[src/rtl/spi_slave_ctrl.sv]
// SPI slave front-end: shifts 10-bit MOSI frames out as rx_data/rx_valid words and
// serialises the RAM read byte back onto MISO, all clocked by the SPI serial clock.
module spi_slave_ctrl #(
    parameter int TX_WAIT_MAX = 4
) (
    input  logic       clk,
    input  logic       rst_n,
    input  logic       SS_n,
    input  logic       MOSI,
    output logic       MISO,
    output logic [9:0] rx_data,
    output logic       rx_valid,
    input  logic [7:0] tx_data,
    input  logic       tx_valid
);

    typedef enum logic [2:0] {
        IDLE,
        WRITE,
        READ_ADD,
        READ_DATA,
        WAIT_TX,
        SEND,
        DONE
    } state_t;

    localparam logic [3:0] WAIT_LAST = 4'(TX_WAIT_MAX - 1);

    state_t     state;
    logic [8:0] shift_reg;
    logic [3:0] bit_cnt;
    logic       rd_addr_flag;
    logic [7:0] tx_shift;
    logic [3:0] wait_cnt;

    always_ff @(posedge clk or negedge rst_n) begin
        if (!rst_n) begin
            state        <= IDLE;
            MISO         <= 1'b0;
            rx_data      <= '0;
            rx_valid     <= 1'b0;
            shift_reg    <= '0;
            bit_cnt      <= '0;
            rd_addr_flag <= 1'b0;
            tx_shift     <= '0;
            wait_cnt     <= '0;
        end else begin
            rx_valid <= 1'b0;
            // SS_n high aborts any frame in flight, even on its final bit.
            if (state != IDLE && SS_n) begin
                state   <= IDLE;
                MISO    <= 1'b0;
                bit_cnt <= '0;
            end else begin
                case (state)
                    IDLE: begin
                        if (!SS_n) begin
                            shift_reg <= {8'b0, MOSI};
                            bit_cnt   <= 4'd1;
                            if (!MOSI)
                                state <= WRITE;
                            else if (rd_addr_flag)
                                state <= READ_DATA;
                            else
                                state <= READ_ADD;
                        end
                    end
                    WRITE, READ_ADD, READ_DATA: begin
                        if (bit_cnt == 4'd9) begin
                            rx_data  <= {shift_reg, MOSI};
                            rx_valid <= 1'b1;
                            bit_cnt  <= '0;
                            if (state == WRITE) begin
                                state <= DONE;
                            end else if (state == READ_ADD) begin
                                rd_addr_flag <= 1'b1;
                                state        <= DONE;
                            end else begin
                                rd_addr_flag <= 1'b0;
                                wait_cnt     <= '0;
                                state        <= WAIT_TX;
                            end
                        end else begin
                            shift_reg <= {shift_reg[7:0], MOSI};
                            bit_cnt   <= bit_cnt + 4'd1;
                        end
                    end
                    WAIT_TX: begin
                        if (tx_valid) begin
                            tx_shift <= tx_data;
                            MISO     <= tx_data[7];
                            bit_cnt  <= '0;
                            state    <= SEND;
                        end else if (wait_cnt == WAIT_LAST) begin
                            MISO  <= 1'b0;
                            state <= DONE;
                        end else begin
                            wait_cnt <= wait_cnt + 4'd1;
                        end
                    end
                    SEND: begin
                        // bit7 already went out on the load edge; seven more follow.
                        if (bit_cnt == 4'd7) begin
                            MISO    <= 1'b0;
                            bit_cnt <= '0;
                            state   <= DONE;
                        end else begin
                            MISO     <= tx_shift[6];
                            tx_shift <= {tx_shift[6:0], 1'b0};
                            bit_cnt  <= bit_cnt + 4'd1;
                        end
                    end
                    DONE: begin
                        MISO <= 1'b0;
                    end
                    default: begin
                        state <= IDLE;
                    end
                endcase
            end
        end
    end

endmodule

[config.mk]
export PLATFORM = sky130hd
export DESIGN_NAME = spi_slave_ctrl
export DESIGN_NICKNAME = d
export VERILOG_FILES = /design/src/rtl/spi_slave_ctrl.sv
export SDC_FILE = /design/constraint.sdc
export NUM_CORES = 1
export LEC_CHECK = 0
export BUFFER_PORTS_ARGS = -buffer_cell sky130_fd_sc_hd__buf_2
export CORE_MARGIN = 2
export CORE_UTILIZATION = 29
export CTS_CLUSTER_DIAMETER = 200
export DETAILED_ROUTE_END_ITERATION = 8
export GPL_ROUTABILITY_DRIVEN = 0
export MAX_ROUTING_LAYER = met4
export PLACE_DENSITY = 0.47
export SYNTH_ARGS = -nofsm -noshare
export SYNTH_HDL_FRONTEND = slang
export SYNTH_SLANG_ARGS = --single-unit
[constraint.sdc]
create_clock -name clk -period 4.45 [get_ports clk]
set_input_delay 1.335 -clock clk [delete_from_list [all_inputs] [get_ports clk]]
set_output_delay 1.335 -clock clk [all_outputs]
set_load 0.02 [all_outputs]
# [Word level (Yosys, flattened, before mapping)]
# Cells that the tools add are included.
[word_totals] register_bits=40 latch_bits=0 ram_bits=0 rom_bits=0 input_bits=13 output_inout_bits=12 elab_cells=92 memories=0
[classes] n_addsub=2 multipliers=0 div_mod_pow=0 magnitude_cmp=0 eq_ne=24 shifts=0 muxes=38 bitwise_logic=2 n_reduce_logical=17
[op_table] op="4-bit 2-to-1 mux" n=10
[op_table] op="2-bit != test, second input constant" n=10
[op_table] op="3-bit 2-to-1 mux" n=6
[op_table] op="9-bit 2-to-1 mux" n=2
[op_table] op="9-bit case mux with 2 select lines" n=1
[op_table] op="4-bit case mux with 4 select lines" n=1
[op_table] op="3-bit case mux with 5 select lines" n=1
[op_table] op="7-bit 2-to-1 mux" n=2
[op_table] op="7-bit case mux with 2 select lines" n=1
[op_table] op="3-bit != test, second input constant" n=4
[op_table] op="4-bit AND reduction" n=3
[op_table] op="3-bit equality test, second input constant" n=3
[op_table] op="1-bit 2-to-1 mux" n=9
[op_table] op="4-bit by 1-bit adder with 4-bit output, second input constant" n=2
[op_table] op="4-bit case mux with 2 select lines" n=1
[op_table] op="7-bit AND reduction" n=1
[op_table] op="3-bit by 2-bit equality test with 1-bit output, second input constant" n=2
[op_table] op="2-bit 2-to-1 mux" n=3
[op_table] op="3-bit AND reduction" n=2
[op_table] op="2-bit nonzero test" n=3
[op_table] op="5-bit AND reduction" n=1
[op_table] op="5-bit nonzero test" n=1
[op_table] op="4-bit by 2-bit equality test with 1-bit output, second input constant" n=1
[op_table] op="4-bit by 3-bit equality test with 1-bit output, second input constant" n=1
[op_table] op="11 further kinds" n=12

# [Logic depth before layout (Yosys ltp)]
# Gate-level depths: netlist of run 1.
[logic_depth] depth_word=6 depth_mapped=7 depth_no_buf=6

# [Worst setup path before layout of run 1]
# OpenSTA, ideal clock, no wires.
[synth_timing] path_type="in2reg" start="in SS_n" end="reg tx_shift[4]" setup_time_ns=0.136 arrival_ns=2.165 t_required_ns=4.314 slack_ns=2.149 cell_stages=5 n_path_buf=2 path_cell_list="clkbuf_1 > a2111o_1 > clkbuf_1 > nand2_1 > o21ai_0"
[synth_via] elab_chain_len=3
[synth_rtl] item="from (decl)" line_no="8" source="input logic SS_n,"
[synth_rtl] item="1-bit logical AND" line_no="50" source="if (state != IDLE && SS_n) begin"
[synth_rtl] item="1-bit inverter (no source line)"
[synth_rtl] item="4-bit AND reduction (no source line)"
[synth_rtl] item="to (signal assigned)" line_no="90" source="tx_shift <= tx_data;"
[synth_rtl] item="to (signal assigned)" line_no="109" source="tx_shift <= {tx_shift[6:0], 1'b0};"
[synth_rtl] item="to (decl)" line_no="33" source="logic [7:0] tx_shift;"
# Every way passes these cells.
# A chain may end at the register's enable or synchronous reset.

# [Final worst setup path of run 1]
[layout_timing] start="in SS_n" end="reg rx_data[6]"
[layout_via] elab_chain_len=3
[layout_rtl] item="1-bit logical AND" line_no="50"
[layout_rtl] item="1-bit inverter (no source line)"
[layout_rtl] item="3-bit AND reduction (no source line)"
[layout_rtl] item="to (signal assigned)" line_no="70" source="rx_data <= {shift_reg, MOSI};"
[layout_rtl] item="to (decl)" line_no="11" source="output logic [9:0] rx_data,"
# Every way passes these cells.

==> results.txt, run 1 <==
----------------------------------------------------
[Clock network]
  Cts hold-fix bufs ... 0
  Count of clock tree sinks ... 40
  CTS root buffer ... sky130_fd_sc_hd__clkbuf_8
  Clock latency on the worst-skew pair ... 300 ps
  TritonCTS clock tree ... done
  Number of CTS-inserted buffers ... 5
  Number of H-tree branching levels ... 2
  Clock transition at the registers of the reported paths ... 80 ps
  Bufs on Longest Clock Path ... 2
  Setup fix buffers added after clock tree synthesis ... 0
  Post-cts repair resize count ... 0

[Pwr]
  Largest vdd supply drop ... 0.163 mV
  Design Power ... 0.00100 W
  Leakage ... 1.11 nW
  Power density cells ... 436 nW/um^2

[Timing]
  Worst-margin pin slew ... 877 ps
  Final worst path period need ... 2590 ps
  Top achievable clock speed ... 386 MHz
  Final setup violation count ... 0
  Final clock skew ... 3.77 ps
  Period utilization ... 58.3%
  Final Hold Fails ... 0
  Setup TNS Final ... 0 ps
  Worst slew margin ... 41.5%
  RSZ-0062 raised after global routing ... no
  Number of pins exceeding their max-slew limit in the final report ... 0

[Layout]
  Number of non-filler instances in the completed layout ... 284
  Net count, final ... 219
  Flip-flop count of the largest register, all copies and words added ... 10
  Final antenna diode count ... 0
  Share of final-layout standard cells stronger than drive strength 1 ... 25.5%
  Utilization after layout ... 34.2%
  Number of fill cells in the layout ... 688
  Area growth from synthesis to layout ... 15.3%
  Final instance area ... 2300 sq um

[Setup path]
  Master of the slowest instance on the critical path ... sky130_fd_sc_hd__nor3_1
  Worst-path maximum fanout ... 16
  CP cell instances ... buf_2 -> nor3_1 -> buf_4 -> mux2_2
  Cell family with the largest share of critical-path delay ... simple AND/OR/NAND/NOR gates
  Critical path capture point type ... flop
  Buffers & Inverters on Critical Path ... 2
  Setup Crit Path Kind ... input port to flop
  Data required time at the worst endpoint ... 4640 ps
  Delay of the slowest cell on the worst path ... 620 ps
  Crit path launch type ... input port
  Worst endpoint data arrival time ... 2780 ps

[Placement]
  Placed cell count ... 276
  Count of buffers from port buffering ... 24
  Post-Place Cell Area ... 2180 sq um
  Hpwl dp ... 2760 um

[Synth]
  Share of Yosys cell area claimed by the top area cell type ... 50.2%
  Post-synth ARST share ... 100%
  Syn avg cell area ... 11.1 sq um
  Synthesis warning total ... 0
  Post-synthesis sequential element count ... 40
  Post-synthesis net count ... 196
  Number of instances in the synthesized netlist ... 180
  Largest cells by area after synthesis ... sky130_fd_sc_hd__dfrtp_1 (50%), sky130_fd_sc_hd__mux2_2 (6.2%), sky130_fd_sc_hd__mux2i_1 (4.5%), sky130_fd_sc_hd__a22o_1 (3.5%), sky130_fd_sc_hd__o21ai_0 (3.5%)
  Portion of the post-synthesis area used by sequential elements ... 50.2%
  Most frequently used flop master after synthesis ... sky130_fd_sc_hd__dfrtp_1
  Count of unique library cells instantiated by Yosys ... 46
  Yosys top cell by area ... sky130_fd_sc_hd__dfrtp_1
  Synthesized cell area ... 1990 sq um
  Count of flip-flops with a built-in enable after synthesis ... 0

[Drt]
  Vias ... 1,427
  Initial detailed-routing violation count ... 70
  Vias/cell ... 5.02
  TritonRoute pass-1 iters ... 5
  Routed WL per cell ... 14.3 um
  Final antenna-violating net count ... 0
  DRC violation count after routing ... 0
  Wirelength, routed ... 4050 um

[Floorplanning]
  Full die area ... 7560 sq um
  Horiz. Die Dim ... 86.9 um
  I/O pins ... 25
  Number of placement rows ... 30
  Starting density of the core ... 29.7%
  Floorplan Core Area ... 6720 sq um
  Die Y ... 86.9 um

[GRT]
  Final global-route overflow total ... 0
  Pin count of the biggest net entering global routing ... 41
  Via count of the first global-routing pass ... 1,360
  Global-route wire length before repair ... 7000 um
  Total Routing Usage GR ... 12.3%
  Initial antenna violation count ... 0

[Flow run]
  # Max-Cap Violations ... 0

[Worst hold path]
  Hold Path Class ... flop to flop

[Status]
  Run status ... completed

----------------------------------------------------
## layout by cell type, fill, tap and decap left out, types with 3 or more instances in the layout
cell and n:
sky130_fd_sc_hd__dfrtp_1 40, sky130_fd_sc_hd__buf_2 24, sky130_fd_sc_hd__nand2_1 18, sky130_fd_sc_hd__o21ai_0 14
sky130_fd_sc_hd__mux2_2 11, sky130_fd_sc_hd__mux2i_1 9, sky130_fd_sc_hd__inv_1 8, sky130_fd_sc_hd__nor2_1 8
sky130_fd_sc_hd__a22o_1 8, sky130_fd_sc_hd__clkbuf_8 5, sky130_fd_sc_hd__nor3_1 3, sky130_fd_sc_hd__nand3_1 3
sky130_fd_sc_hd__nand3b_1 3, sky130_fd_sc_hd__a21oi_1 3, sky130_fd_sc_hd__o22a_1 3, sky130_fd_sc_hd__a31oi_1 3
sky130_fd_sc_hd__ha_1 3
## layer usage
layer | track usage [%] | part of all wire, %
met1 | 17.7 | 51
met2 | 16.8 | 43
met3 | 2.65 | 3.9
met4 | 4.69 | 1.9
met5 | - | 0
## area by class of cell
class	count	area (sq um)	share of cell area, %
clock buffer	5	68.8	2.99
clock inverter	3	47.5	2.07
inverter	8	30.0	1.31
multi-input combinational	123	925	40.2
sequential	40	1000	43.5
tap	80	100	4.35
timing repair buffer	25	128	5.55
## power breakdown
| part | switching, W | internal (W) |
|---|---|---|
| combinational | 0.000116 | 0.0000996 |
| clock | 0.000139 | 0.000169 |
| sequential | 0.0000719 | 0.000408 |
## final timing paths
check	startpoint	to	slack (ps)	cells after the start
max	SS_n	rx_data[6]$_DFFE_PN0P_	1860	4
min	tx_shift[0]$_DFFE_PN0P_	tx_shift[0]$_DFFE_PN0P_	490	2
max reg2reg	state[2]$_DFFE_PN0P_	rx_data[6]$_DFFE_PN0P_	2150	5
min reg2reg	tx_shift[0]$_DFFE_PN0P_	tx_shift[0]$_DFFE_PN0P_	490	2
max in group asynchronous	rst_n	rx_valid$_DFF_PN0_	2750	1
min in group asynchronous	rst_n	wait_cnt[2]$_DFFE_PN0P_	1140	1
## cells by family after synthesis
logic type | after synthesis | share of synthesized area, %
AO/OA/AOI/OAI | 44 | 17.1
XOR/XNOR | 1 | 0.439
adder cells (fa/ha/maj) | 3 | 1.88
buffers and inverters | 17 | 3.45
flip-flops | 40 | 50.2
multiplexers | 21 | 11.3
AND/OR/NAND/NOR | 54 | 15.7
## synthesized netlist by cell type (4+ instances only)
| cell type | n |
|---|---|
| sky130_fd_sc_hd__mux2_2 | 11 |
| sky130_fd_sc_hd__nand2_1 | 18 |
| sky130_fd_sc_hd__o21ai_0 | 14 |
| sky130_fd_sc_hd__mux2i_1 | 9 |
| sky130_fd_sc_hd__buf_2 | 4 |
| sky130_fd_sc_hd__dfrtp_1 | 40 |
| sky130_fd_sc_hd__inv_1 | 8 |
| sky130_fd_sc_hd__nor2_1 | 8 |
| sky130_fd_sc_hd__a22o_1 | 8 |
| sky130_fd_sc_hd__clkbuf_1 | 5 |
## worst min-delay path, cell delays in order, from the launching register on
cell and delay (ps):
sky130_fd_sc_hd__dfrtp_1 350, sky130_fd_sc_hd__nand2_1 40, sky130_fd_sc_hd__o21ai_0 60
## metrics by stage
| stage | hold WS (ps) | worst slack [ps] |
|---|---|---|
| final | 486 | 1860 |
| after global routing | 511 | 1750 |
| after CTS | 491 | 1820 |
| after detailed placement | 470 | 1490 |
| after global placement | 462 | 1500 |
| after floorplan | 442 | 2150 |
No activity file was read; power rests on OpenSTA's default activity.
==> run 2: changes to the inputs <==
--- a/config.mk
+++ b/config.mk
@@ -12,7 +12,7 @@
 export DETAILED_ROUTE_END_ITERATION = 8
 export GPL_ROUTABILITY_DRIVEN = 0
 export MAX_ROUTING_LAYER = met4
-export PLACE_DENSITY = 0.47
+export PLACE_DENSITY = 0.48
 export SYNTH_ARGS = -nofsm -noshare
 export SYNTH_HDL_FRONTEND = slang
 export SYNTH_SLANG_ARGS = --single-unit
==> constraint.sdc (replaced) <==
create_clock -name clk -period 2.23 [get_ports clk]
set_input_delay 0.669 -clock clk [delete_from_list [all_inputs] [get_ports clk]]
set_output_delay 0.669 -clock clk [all_outputs]
set_load 0.02 [all_outputs]
==> run 2 against run 1 <==
Routed wire length rose by 0.42%. Flip-flop and latch count did not move. Sequential share of layout area fell by 0.33 points. Die area did not move. Cell count rose by 2.1%. Hold slack got worse by 220 ps. First-iteration DRC count rose by 27%. Critical endpoint is now shift_reg[0]$_DFFE_PN0P_. Largest cell class unchanged. Largest power group unchanged.
==> results.txt, run 2 (synthesized netlist as in run 1, its figures left out) <==
----------------------------------------------------
[Layout]
  Area growth from synthesis to layout ... 16.2%
  Most common cell after layout, fill and taps aside ... sky130_fd_sc_hd__dfrtp_1
  Net count, final ... 226 (+3.2%)
  Most used cells in the layout excluding fill and tap cells ... sky130_fd_sc_hd__dfrtp_1 (40), sky130_fd_sc_hd__buf_2 (24), sky130_fd_sc_hd__nand2_1 (18)
  Utilization after layout ... 34.5% (+0.26 points)
  Share of final-layout standard cells stronger than drive strength 1 ... 27.6% (+2.1 points)
  Flip-flop count of the largest register, all copies and words added ... 10 (unchanged)
  Final antenna diode count ... 0 (unchanged)

[Pwr]
  Power density cells ... 816 nW/um^2 (+87%)
  Proportion of power drawn by combinational gates ... 27.0% (+5.6 points)
  Largest vdd supply drop ... 0.410 mV (+150%)
  Leakage ... 1.13 nW (+1.5%)
  Design Power ... 0.00189 W (+88%)
  Switching part of the total power ... 33.8% (+1.3 points)
  Internal power ... 0.00125 W (+85%)
  Switching power ... 0.000639 W (+96%)
  Clock share of power ... 24.9% (-5.8 points)
  Sequential group share of total power ... 48.1% (+0.3 points)

[Setup path]
  Data required time at the worst endpoint ... 2410 ps (-2230 ps)
  Buffers & Inverters on Critical Path ... 0 (-2)
  CP cell instances ... ha_1 -> nand3b_1 -> nor2_1 -> or3_1 -> mux2_1
  Worst-path maximum fanout ... 9 (-7)
  Worst endpoint data arrival time ... 2090 ps (-690 ps)
  Setup Crit Path Kind ... flop to flop
  FF-to-FF End ... shift_reg[0]$_DFFE_PN0P_
  Crit path launch type ... flop
  R2R depth ... 5 (unchanged)
  Delay of the slowest cell on the worst path ... 470 ps (-150 ps)
  Worst reg-to-reg setup slack ... 320 ps (-1830 ps)
  Cell family with the largest share of critical-path delay ... simple AND/OR/NAND/NOR gates
  Stages on the worst setup path ... 5 (+1)
  Launching element of the worst setup path ... bit_cnt[0]$_DFFE_PN0P_
  Master of the slowest instance on the critical path ... sky130_fd_sc_hd__or3_1
  Critical path capture point type ... flop
  Worst setup path end ... shift_reg[0]$_DFFE_PN0P_
  Reg-to-reg critical path startpoint ... bit_cnt[0]$_DFFE_PN0P_

[Drt]
  Metal-1 WL ... 2160 um (+4.6%)
  Vias/cell ... 4.93 (-1.9%)
  DRC violation count after routing ... 0 (unchanged)
  TritonRoute pass-1 iters ... 4 (-1)
  Routed length on met2 ... 1680 um (-4.2%)
  Initial detailed-routing violation count ... 89 (+27%)
  Uppermost routed layer ... met4
  Routed WL per cell ... 14.0 um (-1.7%)
  Wirelength, routed ... 4070 um (+0.42%)
  Wire length on met3 ... 187 um (+18%)
  Final antenna-violating net count ... 0 (unchanged)
  Vias ... 1,430 (+0.21%)

[Floorplanning]
  Floorplan Core Area ... 6720 sq um (unchanged)
  I/O pins ... 25 (unchanged)
  Starting density of the core ... 29.7% (unchanged)
  Number of placement rows ... 30 (unchanged)
  Die Y ... 86.9 um (unchanged)
  Horiz. Die Dim ... 86.9 um (unchanged)
  Full die area ... 7560 sq um (unchanged)

[Timing]
  Worst hold-check slack ... 264 ps (-221 ps)
  Worst slew margin ... 52.1% (+11 points)
  Top achievable clock speed ... 522 MHz
  RSZ-0062 raised after global routing ... no
  Final Hold Fails ... 0 (unchanged)
  Period utilization ... 85.8%
  Number of pins exceeding their max-slew limit in the final report ... 0 (unchanged)
  Setup TNS Final ... 0 ps (unchanged)
  Final setup violation count ... 0 (unchanged)
  Final clock skew ... 8.22 ps (+4.46 ps)
  Fin worst setup slack ... 316 ps (-1540 ps)
  Final worst path period need ... 1910 ps
  Worst-margin pin slew ... 713 ps (-164 ps)

[Placement]
  Hpwl dp ... 2940 um (+6.6%)
  Post-placement setup slack ... 332 ps (-1160 ps)
  Count of buffers from port buffering ... 24 (unchanged)

[Clock network]
  Clock transition at the registers of the reported paths ... 80 ps (about the same)
  Number of CTS-inserted buffers ... 5 (unchanged)
  Setup fix buffers added after clock tree synthesis ... 0 (unchanged)
  CTS root buffer ... sky130_fd_sc_hd__clkbuf_8
  Post-cts repair resize count ... 0 (unchanged)
  Bufs on Longest Clock Path ... 2 (unchanged)
  Cts hold-fix bufs ... 0 (unchanged)
  Number of H-tree branching levels ... 2 (unchanged)
  TritonCTS clock tree ... done
  Count of clock tree sinks ... 40 (unchanged)
  Clock latency on the worst-skew pair ... 300 ps (about the same)

[GRT]
  Final global-route overflow total ... 0 (unchanged)
  Initial antenna violation count ... 0 (unchanged)
  Global-route wire length before repair ... 6880 um (-1.7%)
  Via count of the first global-routing pass ... 1,356 (-0.29%)
  Pin count of the biggest net entering global routing ... 17 (-59%)
  Total Routing Usage GR ... 12.3% (-0.041 points)

[Status]
  Run status ... completed

[Flow run]
  # Max-Cap Violations ... 0 (unchanged)

[Worst hold path]
  Hold Path Class ... input port to async pin

----------------------------------------------------
run 2: worst reg2reg max path: stages, from the launching register on:
cell                       delay [ps]
sky130_fd_sc_hd__dfrtp_1          440
sky130_fd_sc_hd__ha_1             230
sky130_fd_sc_hd__nand3b_1         210
sky130_fd_sc_hd__nor2_1            80
sky130_fd_sc_hd__or3_1            470
sky130_fd_sc_hd__mux2_1           360
run 2: area by class of cell:
cell class / count / area, sq um
fillers: 680 / 4400
repair buffers: 32 / 180
well taps: 80 / 100
inverters: 8 / 30.0
flip-flops and latches: 40 / 1000
clock buffers: 5 / 68.8
multi-input cells: 123 / 925
clock inverters: 2 / 12.5
run 2: worst min path at each step:
stage                                  startpoint                        to  slack [ps]
final                                       rst_n    rx_data[8]$_DFFE_PN0P_         260
after global placement    tx_shift[6]$_DFFE_PN0P_   tx_shift[6]$_DFFE_PN0P_         460
after CTS                                   rst_n    rx_data[8]$_DFFE_PN0P_         270
after floorplan                             rst_n          MISO$_DFFE_PN0P_         370
after global routing                        rst_n  shift_reg[2]$_DFFE_PN0P_         280
after detailed placement  tx_shift[0]$_DFFE_PN0P_   tx_shift[0]$_DFFE_PN0P_         470
run 2: per-layer routing:
metal  vias to the layer above  global-route usage (%)
met2                        25                    16.0
met4                         0                    3.84
met3                         5                    4.17
li1                        724                       -
met1                       676                    17.7
met5                         -                       -
run 2: power by group through the flow:
stage / clock network, W / logic, W / registers (W)
6_report: 0.000470 / 0.000510 / 0.000910
5_1_grt: 0.000526 / 0.000572 / 0.000924
4_1_cts: 0.000488 / 0.000514 / 0.000909
3_5_place_dp: 0 / 0.000512 / 0.000921
3_3_place_gp: 0 / 0.000513 / 0.000923
2_1_floorplan: 0 / 0.000369 / 0.000911
run 2: metrics by stage:
step / area, sq um / std cells
2_1_floorplan: 1990 / 180
3_3_place_gp: 2240 / 283
3_5_place_dp: 2240 / 283
4_1_cts: 2320 / 290
5_1_grt: 2320 / 290
6_report: 2320 / 290
==> run 3: changes to the inputs <==
--- a/config.mk
+++ b/config.mk
@@ -6,13 +6,13 @@
 export NUM_CORES = 1
 export LEC_CHECK = 0
 export BUFFER_PORTS_ARGS = -buffer_cell sky130_fd_sc_hd__buf_2
-export CORE_MARGIN = 2
-export CORE_UTILIZATION = 29
+export CORE_MARGIN = 10
+export CORE_UTILIZATION = 50
 export CTS_CLUSTER_DIAMETER = 200
 export DETAILED_ROUTE_END_ITERATION = 8
 export GPL_ROUTABILITY_DRIVEN = 0
 export MAX_ROUTING_LAYER = met4
-export PLACE_DENSITY = 0.48
+export PLACE_DENSITY = 0.74
 export SYNTH_ARGS = -nofsm -noshare
 export SYNTH_HDL_FRONTEND = slang
 export SYNTH_SLANG_ARGS = --single-unit
==> run 3 against run 2 <==
Maximum frequency is 5.0% lower. Total power rose by 6.2%. Via count up 5.0%. Non-clock buffer count decreased by 3. Cell count shrank 12%. Worst setup slack worse by 100 ps. Sequential power increased by 4.9%. Core utilization rose by 27 points. Combinational power down 12%. Sequential share of layout area is 0.31 points higher. First-iteration DRC count up 110%. Clock power is 28% higher. Critical path type unchanged. Largest cell class unchanged. Largest power group unchanged.
==> results.txt, run 3 (synthesized netlist as in run 1, its figures left out) <==
----------------------------------------------------
[Setup path]
  Critical path capture point type ... flop
  Cell family with the largest share of critical-path delay ... simple AND/OR/NAND/NOR gates
  Worst endpoint data arrival time ... 2230 ps (+140 ps)
  Stages on the worst setup path ... 4 (-1)
  R2R depth ... 4 (-1)
  Worst-path maximum fanout ... 15 (+6)
  Delay of the slowest cell on the worst path ... 560 ps (+90 ps)
  CP cell instances ... or3b_4 -> nor4_4 -> a311o_1 -> mux2i_1
  Setup Crit Path Kind ... flop to flop
  Buffers & Inverters on Critical Path ... 0 (unchanged)
  Master of the slowest instance on the critical path ... sky130_fd_sc_hd__dfrtp_1
  Data required time at the worst endpoint ... 2450 ps (+40 ps)
  Crit path launch type ... flop

[Layout]
  Utilization after layout ... 61.0% (+27 points)
  Number of fill cells in the layout ... 299 (-56%)
  Share of final-layout standard cells stronger than drive strength 1 ... 26.9% (-0.70 points)
  Most used cells in the layout excluding fill and tap cells ... sky130_fd_sc_hd__dfrtp_1 (40), sky130_fd_sc_hd__buf_2 (24), sky130_fd_sc_hd__nand2_1 (18)
  Area taken by flip-flops and latches ... 1000 sq um (unchanged)
  Net count, final ... 223 (-1.3%)
  Flip-flop count of the largest register, all copies and words added ... 10 (unchanged)
  Area growth from synthesis to layout ... 15.4%
  Most common cell after layout, fill and taps aside ... sky130_fd_sc_hd__dfrtp_1
  Multi-input gate area ... 925 sq um (unchanged)
  Final antenna diode count ... 0 (unchanged)
  Number of non-filler instances in the completed layout ... 256 (-12%)

[Timing]
  Setup TNS Final ... 0 ps (unchanged)
  Final Hold Fails ... 0 (unchanged)
  Period utilization ... 90.3% (+4.5 points)
  Worst slew margin ... 59.5% (+7.5 points)
  Final setup violation count ... 0 (unchanged)
  Worst hold-check slack ... 315 ps (+50.6 ps)
  Final worst path period need ... 2010 ps (+100 ps)
  Number of pins exceeding their max-slew limit in the final report ... 0 (unchanged)
  Worst-margin pin slew ... 606 ps (-107 ps)
  Top achievable clock speed ... 496 MHz (-5.0%)
  Final clock skew ... 6.85 ps (-1.38 ps)
  Fin worst setup slack ... 215 ps (-100 ps)
  RSZ-0062 raised after global routing ... no

[Placement]
  Hpwl dp ... 3010 um (+2.2%)
  Count of buffers from port buffering ... 24 (unchanged)
  Placed cell count ... 248 (-12%)
  Post-placement setup slack ... 261 ps (-71.2 ps)

[GRT]
  Gr busiest metal ... met2
  Global-route wire length before repair ... 7060 um (+2.6%)
  Total Routing Usage GR ... 12.3% (+0.027 points)
  Via count of the first global-routing pass ... 1,478 (+9.0%)
  Initial antenna violation count ... 0 (unchanged)
  Global-route track usage on met2 ... 18.5% (+2.5 points)
  Pin count of the biggest net entering global routing ... 41 (+24)
  Final global-route overflow total ... 0 (unchanged)
  Fraction of met3 tracks used by global routing ... 3.32% (-0.85 points)
  Met1 demand-to-capacity share in global routing ... 15.3% (-2.4 points)

[Drt]
  DRC violation count after routing ... 0 (unchanged)
  Vias/cell ... 5.87 (+19%)
  Initial detailed-routing violation count ... 187 (+110%)
  Vias ... 1,502 (+5.0%)
  TritonRoute pass-1 iters ... 4 (unchanged)
  Wirelength, routed ... 4050 um (-0.44%)
  Final antenna-violating net count ... 0 (unchanged)
  Routed WL per cell ... 15.8 um (+13%)

[Pwr]
  Internal power ... 0.00136 W (+8.9%)
  Switching part of the total power ... 32.2% (-1.6 points)
  Largest vdd supply drop ... 0.457 mV (+11%)
  Leakage ... 1.13 nW (+0.37%)
  Sequential group share of total power ... 47.6% (-0.5 points)
  Clock share of power ... 30.0% (+5.1 points)
  Switching power ... 0.000646 W (+1.1%)
  Power density cells ... 873 nW/um^2 (+7.0%)
  Proportion of power drawn by combinational gates ... 22.4% (-4.6 points)

[Clock network]
  Post-cts repair resize count ... 0 (unchanged)
  Cts hold-fix bufs ... 0 (unchanged)
  Count of clock tree sinks ... 40 (unchanged)
  Bufs on Longest Clock Path ... 2 (unchanged)
  Clock transition at the registers of the reported paths ... 80 ps (about the same)
  Clock latency on the worst-skew pair ... 300 ps (about the same)
  CTS root buffer ... sky130_fd_sc_hd__clkbuf_8
  Number of H-tree branching levels ... 2 (unchanged)
  TritonCTS clock tree ... done
  Number of CTS-inserted buffers ... 5 (unchanged)
  Setup fix buffers added after clock tree synthesis ... 0 (unchanged)

[Status]
  Run status ... completed

[Floorplanning]
  Full die area ... 6910 sq um (-8.5%)
  Horiz. Die Dim ... 83.2 um (-4.3%)
  Floorplan Core Area ... 3770 sq um (-44%)
  Starting density of the core ... 52.9% (+23 points)
  I/O pins ... 25 (unchanged)
  Die Y ... 83.2 um (-4.3%)
  Number of placement rows ... 22 (-27%)

[Flow run]
  # Max-Cap Violations ... 0 (unchanged)

[Worst hold path]
  Hold Path Class ... input port to async pin

----------------------------------------------------
-- run 3: changes by cell type in the layout (fill, tap and decap cells not counted) --
cell / before / now
sky130_fd_sc_hd__buf_12: 0 / 1
sky130_fd_sc_hd__clkinv_2: 1 / 0
sky130_fd_sc_hd__inv_6: 0 / 1
sky130_fd_sc_hd__bufinv_16: 0 / 1
sky130_fd_sc_hd__buf_4: 8 / 4
-- run 3: cell type report --
| class | count | share of cell area (%) |
|---|---|---|
| clock buffers | 5 | 2.99 |
| clock inverters | 3 | 2.01 |
| inverters | 8 | 1.31 |
| multi-input cells | 123 | 40.2 |
| flip-flops and latches | 40 | 43.5 |
| well taps | 48 | 2.61 |
| repair buffers | 29 | 7.40 |
-- run 3: worst reg2reg max path, cell delays in order, from the launching register on --
cell	delay, ps
sky130_fd_sc_hd__dfrtp_1	560
sky130_fd_sc_hd__or3b_4	530
sky130_fd_sc_hd__nor4_4	360
sky130_fd_sc_hd__a311o_1	250
sky130_fd_sc_hd__mux2i_1	230
-- run 3: per-layer routing --
metal  wire length, um  part of all wire, %
met2              1940                   48
met1              1820                   45
met5                 0                    0
met3               234                  5.8
met4                53                  1.3
-- run 3: final timing paths --
check                                        start                       to  slack, ps
max                           state[0]$_DFFE_PN0P_     state[1]$_DFFE_PN0P_        220
min                                          rst_n  wait_cnt[3]$_DFFE_PN0P_        320
max reg2reg                   state[0]$_DFFE_PN0P_     state[1]$_DFFE_PN0P_        220
min reg2reg                tx_shift[3]$_DFFE_PN0P_  tx_shift[3]$_DFFE_PN0P_        480
max in group asynchronous                    rst_n   rx_data[8]$_DFFE_PN0P_       1720
min in group clk           tx_shift[3]$_DFFE_PN0P_  tx_shift[3]$_DFFE_PN0P_        480
-- run 3: per-stage QoR --
step	total power (W)	area [sq um]
detailed placement	0.00142	2190
floorplan	0.00128	1990
finish	0.00201	2300
CTS	0.00203	2300
global placement	0.00139	2190
global route	0.00213	2300
-- run 3: power groups by stage --
stage,logic [W],clock network [W],registers (W)
final,0.000450,0.000602,0.000955
after global routing,0.000506,0.000652,0.000977
after CTS,0.000453,0.000619,0.000955
after detailed placement,0.000451,0,0.000968
after global placement,0.000434,0,0.000956
after floorplan,0.000369,0,0.000911
